`config.mk`:
```
export PLATFORM = sky130hd
export DESIGN_NAME = dot_accum
export DESIGN_NICKNAME = d
export VERILOG_FILES = /design/src/rtl/dot_accum_pkg.sv /design/src/rtl/dot_accum_sat_add.sv /design/src/rtl/dot_accum.sv
export SDC_FILE = /design/constraint.sdc
export NUM_CORES = 1
export LEC_CHECK = 0
export ABC_CLOCK_PERIOD_IN_PS = 2760
export CORE_MARGIN = 1.5
export CORE_UTILIZATION = 52
export DETAILED_ROUTE_END_ITERATION = 8
export PLACE_DENSITY = 0.86
export REMOVE_ABC_BUFFERS = 1
export SLEW_MARGIN = 20
export SYNTH_ARGS = -nofsm -noshare
export SYNTH_HDL_FRONTEND = slang
export SYNTH_SLANG_ARGS = --single-unit
export TNS_END_PERCENT = 5
```
`constraint.sdc`:
```
create_clock -name clk -period 2.76 [get_ports clk]
set_clock_uncertainty 0.15 [all_clocks]
set_input_delay 0.276 -clock clk [delete_from_list [all_inputs] [get_ports clk]]
set_output_delay 0.276 -clock clk [all_outputs]
set_load 0.02 [all_outputs]
```
`src/rtl/dot_accum_pkg.sv`:
```
// Shared types and default sizing for the multiplier / dot-product datapath.
package dot_accum_pkg;

  typedef enum logic [1:0] {
    IDLE = 2'd0,
    ACC  = 2'd1,
    DONE = 2'd2
  } state_e;

  localparam int unsigned DEF_PW  = 16;
  localparam int unsigned DEF_AW  = 24;
  localparam int unsigned DEF_LEN = 8;

endpackage

```
`src/rtl/dot_accum_sat_add.sv`:
```
// Combinational unsigned adder that clamps to all-ones on carry-out.
module sat_add #(
  parameter int unsigned PW = 16,
  parameter int unsigned AW = 24
) (
  input  logic [AW-1:0] a_i,
  input  logic [PW-1:0] b_i,
  output logic [AW-1:0] sum_o,
  output logic          sat_o
);

  logic [AW:0] wide;

  // Add at AW+1 bits so the carry is visible, then clamp.
  always_comb begin
    wide  = {1'b0, a_i} + {{(AW + 1 - PW){1'b0}}, b_i};
    sat_o = wide[AW];
    sum_o = wide[AW] ? '1 : wide[AW-1:0];
  end

endmodule

```
`src/rtl/dot_accum.sv`:
```
// Accumulates LEN unsigned products into one saturating dot-product result
// and presents it on a valid/ready handshake.
module dot_accum
  import dot_accum_pkg::*;
#(
  parameter int unsigned PW  = DEF_PW,
  parameter int unsigned AW  = DEF_AW,
  parameter int unsigned LEN = DEF_LEN
) (
  input  logic          clk,
  input  logic          rst,
  input  logic          p_valid,
  input  logic [PW-1:0] P,
  output logic          p_ready,
  input  logic          clr,
  output logic [AW-1:0] acc_out,
  output logic          out_valid,
  input  logic          out_ready,
  output logic          ovf,
  output logic          busy
);

  localparam int unsigned CW = $clog2(LEN + 1);

  state_e          state_q;
  logic [AW-1:0]   acc_q;
  logic [CW-1:0]   cnt_q;
  logic [CW-1:0]   cnt_d;
  logic            ovf_q;
  logic [AW-1:0]   sum;
  logic            sat;
  logic            accept;

  sat_add #(
    .PW (PW),
    .AW (AW)
  ) u_sat_add (
    .a_i   (acc_q),
    .b_i   (P),
    .sum_o (sum),
    .sat_o (sat)
  );

  // Handshake and count-increment decode; clr blocks any product that cycle.
  always_comb begin
    p_ready = (state_q != DONE) && !clr;
    accept  = p_valid && p_ready;
    cnt_d   = cnt_q + CW'(1);
  end

  assign acc_out   = acc_q;
  assign out_valid = (state_q == DONE);
  assign busy      = (state_q == ACC);
  assign ovf       = ovf_q;

  // Run state machine: rst over clr over normal accumulation.
  always_ff @(posedge clk) begin
    if (rst) begin
      state_q <= IDLE;
      acc_q   <= '0;
      cnt_q   <= '0;
      ovf_q   <= 1'b0;
    end else if (clr) begin
      state_q <= IDLE;
      acc_q   <= '0;
      cnt_q   <= '0;
      ovf_q   <= 1'b0;
    end else begin
      unique case (state_q)
        IDLE: begin
          if (accept) begin
            acc_q   <= AW'(P);
            ovf_q   <= 1'b0;
            cnt_q   <= CW'(1);
            state_q <= (LEN == 1) ? DONE : ACC;
          end
        end
        ACC: begin
          if (accept) begin
            acc_q <= sum;
            ovf_q <= ovf_q | sat;
            cnt_q <= cnt_d;
            if (cnt_d == CW'(LEN)) state_q <= DONE;
          end
        end
        DONE: begin
          if (out_ready) begin
            state_q <= IDLE;
            cnt_q   <= '0;
          end
        end
        default: state_q <= IDLE;
      endcase
    end
  end

endmodule

```
==> results of run 1 <==
cells by family (layout without fill, tap and decap cells):
group / after synthesis / count (layout)
xor gates and xnor gates: 10 / 10
buffers and inverters: 24 / 109
DFF: 31 / 31
adders and majority gates: 22 / 22
and+or+nand+nor: 113 / 113
AOI/OAI and AO/OA: 116 / 116
muxes: 1 / 1
state kept, by name (all words and copies together) (netlist names):
signal,cells
acc_out,24
ovf,1
state_q,2
cnt_q,4
report_power, final:
group          leakage [nW]  total [mW]  switching [mW]  internal [mW]
clock network        0.0612       0.481           0.189          0.292
logic                  1.16       0.311           0.165          0.146
registers             0.251       0.467         0.00902          0.458
total                  1.47        1.26           0.363          0.896
worst paths after layout:
path          startpoint           to
max                 P[0]   acc_out[8]
max reg2reg   state_q[0]     cnt_q[3]
min reg2reg  acc_out[11]  acc_out[11]
min          acc_out[11]  acc_out[11]
cell usage in the layout (no fill, tap or decap), types with 3 or more instances in the layout:
cell and instances:
sky130_fd_sc_hd__o221ai_1 9, sky130_fd_sc_hd__xnor2_1 7, sky130_fd_sc_hd__or3_1 3, sky130_fd_sc_hd__xor2_1 3
sky130_fd_sc_hd__nand4_1 3, sky130_fd_sc_hd__o21ai_1 5, sky130_fd_sc_hd__nand2_1 38, sky130_fd_sc_hd__nor2_1 29
sky130_fd_sc_hd__buf_4 39, sky130_fd_sc_hd__ha_1 21, sky130_fd_sc_hd__dfxtp_1 31, sky130_fd_sc_hd__inv_1 13
sky130_fd_sc_hd__nor2b_1 4, sky130_fd_sc_hd__a21o_1 9, sky130_fd_sc_hd__nand3_1 9, sky130_fd_sc_hd__a31oi_1 7
sky130_fd_sc_hd__a211oi_1 5, sky130_fd_sc_hd__o21ai_0 24, sky130_fd_sc_hd__a21oi_1 32, sky130_fd_sc_hd__clkbuf_8 6
sky130_fd_sc_hd__and3_1 9, sky130_fd_sc_hd__clkdlybuf4s50_1 48
layer usage:
metal | up-vias | GRT usage (%)
met2 | 128 | 48.56
li1 | 1344 | -
met3 | 25 | 5.204
met4 | 0 | 9.644
met1 | 1341 | 37.33
met5 | - | 0
critical path: cells and delay by family:
kind | cells | cell delay [ns]
buffers and inverters | 3 | 0.70
AOI/OAI and AO/OA | 3 | 0.63
adders and majority gates | 2 | 0.57
and+or+nand+nor | 4 | 0.50
repair_timing:
| item | in CTS | in global routing |
|---|---|---|
| resized for setup | 0 | 4 |
| hold buffers | 0 | 0 |
| setup endpoints to repair | 0 | 21 |
| setup buffers | 0 | 1 |
area by class of cell:
type	instances	area, sq um	area share [%]
timing repair buffer	88	793.3	23.37
clock inverter	2	35.03	1.032
inverter	13	48.80	1.438
clock buffer	6	82.58	2.433
tap	52	65.06	1.917
sequential	31	620.6	18.28
multi-input combinational	262	1749	51.53
metrics by stage:
stage          setup slack [ns]  setup TNS (ns)  cell area, sq um  cells
6_report                 0.1154               0              3395    454
5_1_grt                -0.03058         -0.1017              3395    454
4_1_cts                 0.01477               0              3369    453
3_5_place_dp            -0.2659          -3.943              3252    445
3_3_place_gp            -0.1458          -1.734              3252    445
2_1_floorplan           0.05529               0              2401    306
==> parameters.txt, run 1 <==
Parameter                              Value

Critical path
  Worst setup path category ... in -> reg
  Maximum cell stage delay along the critical path ... 0.48 ns
  Crit-path slowest cell ... sky130_fd_sc_hd__clkdlybuf4s50_1
  Largest fanout on the critical path ... 6
  Data required time of the critical path ... 2.80 ns
  R2r worst-path depth ... 8
  Worst setup slack for register-to-register paths ... 0.21 ns
  Nature of the critical path endpoint ... register
  Crit-path cells ... clkdlybuf4s50_1 -> ha_1 -> inv_1 -> fa_1 -> nor2b_2 -> o2111ai_2 -> a21oi_2 -> nor3_4 -> buf_4 -> nor2_4 -> nor2_1 -> a221oi_1
  Critical path data arrival time ... 2.69 ns
  Sort of element at the start of the critical path ... input pin

Logic synthesis
  Top cell types by occurrence after synthesis ... sky130_fd_sc_hd__nand2_1 (38), sky130_fd_sc_hd__a21oi_1 (33), sky130_fd_sc_hd__dfxtp_1 (31), sky130_fd_sc_hd__nor2_1 (29), sky130_fd_sc_hd__o21ai_0 (24)
  Synthesized-area fraction occupied by adder cells ... 11.47%
  Count of flip-flops with a built-in enable after synthesis ... 0
  Dominant combinational cell family by area after synthesis ... compound AO/OA/AOI/OAI gates
  Area fraction of the dominant cell type after synthesis ... 25.18%
  Post-Syn Instances ... 317
  Parity-gate share of the synthesized area counting xor and xnor cells ... 3.553%
  Leading cell types by total area after synthesis ... sky130_fd_sc_hd__dfxtp_1 (25%), sky130_fd_sc_hd__ha_1 (11%), sky130_fd_sc_hd__a21oi_1 (6.7%)
  Multiplexer fraction of the synthesized cell area ... 0.4061%
  Summed instance area of the synthesized netlist ... 2465 sq um
  Count of yosys warnings during synthesis ... 0
  Post-synth top area cell ... sky130_fd_sc_hd__dfxtp_1
  Sequential area share after synthesis ... 25.18%
  Mapped Avg Cell Area ... 7.776 sq um
  Number of synthesized register bits ... 31
  Fraction of registers with async set/reset ... 0%
  Most frequent cell after synthesis ... sky130_fd_sc_hd__nand2_1
  Top_reg_cell synth ... sky130_fd_sc_hd__dfxtp_1
  Number of different library cells in the post-synthesis netlist ... 60
  Simple logic cell fraction of the synthesized area ... 23.15%
  Compound-gate portion of the synthesized area ... 31.68%

Floorplanning
  Die Span Y ... 71.85 um
  IO Pins ... 49
  Area enclosed by the die boundary ... 5162 sq um
  Count of standard-cell rows ... 24
  Initial core utilization ... 55.46%
  Die outline width ... 71.85 um
  Area inside the core boundary ... 4444 sq um

Pwr
  Total power consumption of the routed design ... 1.259 mW
  VDD IR-drop max ... 0.2987 mV
  Total leakage power ... 1.470 nW
  Total power divided by cell area ... 370.9 nW/um^2

Global route
  Wire length of the first global-routing pass ... 12020 um
  Largest net degree at the start of global routing ... 15
  Number of global-route vias before repair ... 2612
  Overall Global Routing Usage ... 28.88%
  Initial antenna violation count ... 0
  Overflow after GRT ... 0

Drt
  First-pass iteration count of the detailed router ... 9
  Post-route DRC ... 3
  Via density per instance ... 6.251
  Wirelength, routed ... 7367 um
  Routed met3 length ... 518 um
  Antenna Nets Post-Route ... 0
  Metal2 WL ... 3459 um
  Met1 layer wirelength in the final routing ... 3164 um
  Routed len/inst ... 16.23 um
  Number of vias in the routed layout ... 2838
  DRC marker count from the first detailed-route iteration ... 248
  Top Layer Used ... met4

Layout
  Net count reported at finish ... 444
  Final cell utilization of the core ... 76.38%
  Fillcell total ... 323
  Number of diodes ... 0
  Growth of design area from synthesis to finish ... 37.72%
  Share of final-layout standard cells stronger than drive strength 1 ... 15.92%

STA
  Min cycle time layout ... 2.645 ns
  Worst Tran Pin Value ... 0.6421 ns
  Worst relative slew slack ... 56.91%
  Final hold viol count ... 0
  Fmax ... 0.3781 GHz
  Final worst path period share ... 95.82%
  Number of slew-limit violations in the final report ... 0
  Final Hold Slack ... 0.3149 ns
  Number of setup violations in the final report ... 0
  Unrepaired setup endpoints after global routing ... yes

Placed design
  Count of buffers inserted at the top-level ports ... 48
  Weighted congestion reported at the end of routability-driven placement ... 0.9264
  Detailed placement HPWL ... 5270 um

Clocking
  Buffer levels on the longest clock path ... 2
  Clock-pin slew on the worst setup and hold paths ... 0.07 ns
  CTS tree ... built
  Clock network latency to the later pin of the worst-skew pair ... 0.29 ns
  Clock root cell ... sky130_fd_sc_hd__clkbuf_8
  Number of clock sinks seen by CTS ... 31
  Number of levels in the clock H-tree ... 2
  Cts bufs inserted ... 5

Min path
  Path type of the worst min-delay path ... reg -> reg
  WHS Path Cells ... 2

Run status
  Failing checks ... design-rule violations
  Outcome ... finished with violations

Run
  Max-capacitance violation count ... 0
No activity file was read; power rests on OpenSTA's default activity.
==> inputs of run 2 (changes only) <==
CELL_PAD_IN_SITES_DETAIL_PLACEMENT = 0   (was not set)
CELL_PAD_IN_SITES_GLOBAL_PLACEMENT = 1   (was not set)
CORE_UTILIZATION = 38   (was 52)
CTS_CLUSTER_DIAMETER = 200   (was not set)
HOLD_SLACK_MARGIN = 0.03   (was not set)
PLACE_DENSITY = 0.87   (was 0.86)
==> run 2 against run 1 <==
  * The flow now finishes without violations
  * Combinational power about the same
  * Sequential power about the same
  * Utilization down 22 points
  * Die area up 35%
  * Maximum frequency up 1.8%
  * Flip-flop and latch count unchanged
  * Register-to-register slack better by 0.08 ns
  * Sequential share of layout area down 0.14 points
  * Global-route usage down 8.0 points
  * Setup slack better by 0.048 ns
  * Via count down 5.3%
  * Clock-buffer cell count unchanged
  * Critical path type unchanged
  * Largest power group is now sequential cells
==> parameters.txt, run 2 (synthesis results as in run 1) <==
Parameter                              Value

Global route
  Overall Global Routing Usage ... 20.85%
  Number of global-route vias before repair ... 2551
  Overflow after GRT ... 0
  Initial antenna violation count ... 0
  Largest net degree at the start of global routing ... 27
  Wire length of the first global-routing pass ... 12110 um

Layout
  Most used cells in the layout excluding fill and tap cells ... sky130_fd_sc_hd__clkdlybuf4s50_1 (48), sky130_fd_sc_hd__buf_4 (41), sky130_fd_sc_hd__nand2_1 (38)
  Share of final-layout standard cells stronger than drive strength 1 ... 16.63%
  Number of diodes ... 0
  Area taken by multi-input logic gates ... 1759 sq um
  Growth of design area from synthesis to finish ... 38.78%
  Net count reported at finish ... 446
  Sequential cell area in the final layout ... 620.6 sq um
  Fillcell total ... 607
  Area of all placed cells without fillers ... 3421 sq um
  Flip-flop count of the largest register after layout ... 24
  Most common cell after layout, fill and taps aside ... sky130_fd_sc_hd__clkdlybuf4s50_1

STA
  Final worst path period share ... 94.08%
  Final hold viol count ... 0
  Final Hold Slack ... 0.3160 ns
  Unrepaired setup endpoints after global routing ... yes
  Number of setup violations in the final report ... 0
  Min cycle time layout ... 2.597 ns
  Number of slew-limit violations in the final report ... 0
  Fmax ... 0.3851 GHz
  Worst Tran Pin Value ... 0.5484 ns
  Setup tns final ... 0 ns
  Worst relative slew slack ... 63.30%

Placed design
  Count of buffers inserted at the top-level ports ... 48
  Detailed placement HPWL ... 5490 um
  Area of placed instances ... 3306 sq um
  Weighted congestion reported at the end of routability-driven placement ... 0.8896

Floorplanning
  Die outline width ... 83.54 um
  Count of standard-cell rows ... 29
  Die Span Y ... 83.54 um
  Area enclosed by the die boundary ... 6979 sq um
  IO Pins ... 49
  Initial core utilization ... 39.04%
  Area inside the core boundary ... 6314 sq um

Critical path
  Crit-path slowest cell ... sky130_fd_sc_hd__clkdlybuf4s50_1
  Critical path data arrival time ... 2.64 ns
  Crit-path cells ... clkdlybuf4s50_1 -> ha_1 -> inv_1 -> fa_1 -> nor2b_2 -> o2111ai_2 -> a21oi_2 -> nor3_4 -> buf_4 -> nor2_1 -> a31oi_1 -> a211oi_1
  Largest fanout on the critical path ... 4
  Maximum cell stage delay along the critical path ... 0.49 ns
  Nature of the critical path endpoint ... register
  Data required time of the critical path ... 2.80 ns
  Worst setup path category ... in -> reg
  Sort of element at the start of the critical path ... input pin

Drt
  Routed len/inst ... 15.00 um
  Antenna Nets Post-Route ... 0
  Post-route DRC ... 0
  DRC marker count from the first detailed-route iteration ... 127
  First-pass iteration count of the detailed router ... 4
  Number of vias in the routed layout ... 2689
  Wirelength, routed ... 7201 um
  Via density per instance ... 5.602

Clocking
  CTS tree ... built
  Cts bufs inserted ... 5
  Clock root cell ... sky130_fd_sc_hd__clkbuf_8
  Post-CTS setup repair buffer count ... 0
  Clock-pin slew on the worst setup and hold paths ... 0.07 ns
  Number of buffers inserted by hold repair at cts ... 0
  Number of clock sinks seen by CTS ... 31
  Number of levels in the clock H-tree ... 2
  Clock network latency to the later pin of the worst-skew pair ... 0.28 ns
  Post-cts sizing count ... 0
  Buffer levels on the longest clock path ... 2

Pwr
  VDD IR-drop max ... 0.1919 mV
  Total power divided by cell area ... 334.6 nW/um^2
  Total power consumption of the routed design ... 1.144 mW
  Total leakage power ... 1.465 nW

Min path
  Path type of the worst min-delay path ... reg -> reg

Run
  Max-capacitance violation count ... 0

Run status
  Outcome ... completed
-- run 2: power by group --
part / total (mW) / internal (mW) / switching [mW]
logic: 0.308 / 0.146 / 0.161
clock network: 0.370 / 0.196 / 0.174
registers: 0.467 / 0.458 / 0.00903
-- run 2: path summary, 6_finish.rpt --
check | from | endpoint | slack, ns | cells past startpoint
hold / removal | acc_out[11] | acc_out[11] | 0.32 | 2
hold reg to reg | acc_out[11] | acc_out[11] | 0.32 | 2
setup reg to reg | acc_out[0] | acc_out[22] | 0.29 | 11
setup / recovery | P[0] | acc_out[22] | 0.16 | 12
-- run 2: critical path, delay by kind of cell --
family          cells  cell delay (ns)
compound gates      4             0.70
fa+ha+maj           2             0.57
simple gates        3             0.38
buf+inv             3             0.71
-- run 2: final cells by class --
cell class / instances / share of cell area (%)
Clock buffer: 6 / 2.414
Tap cell: 77 / 2.816
Timing Repair Buffer: 90 / 23.63
Clock inverter: 1 / 0.1463
Multi-Input combinational cell: 262 / 51.43
Sequential cell: 31 / 18.14
Inverter: 13 / 1.426
-- run 2: per-stage QoR --
step	instances	utilization, %	setup slack (ns)
after floorplan	306	-	0.05529
after global placement	473	52.36	-0.1507
after detailed placement	473	52.36	-0.2303
after CTS	480	53.75	0.07594
after global routing	480	54.18	-0.007134
final	480	54.18	0.1633
-- run 2: metal layers --
layer / vias up / part of all wire (%) / track usage (%)
met5: - / 0 / 0
li1: 1342 / - / -
met4: 0 / 0.65 / 7.452
met1: 1264 / 47 / 28.83
met3: 8 / 5.0 / 3.066
met2: 75 / 48 / 33.11
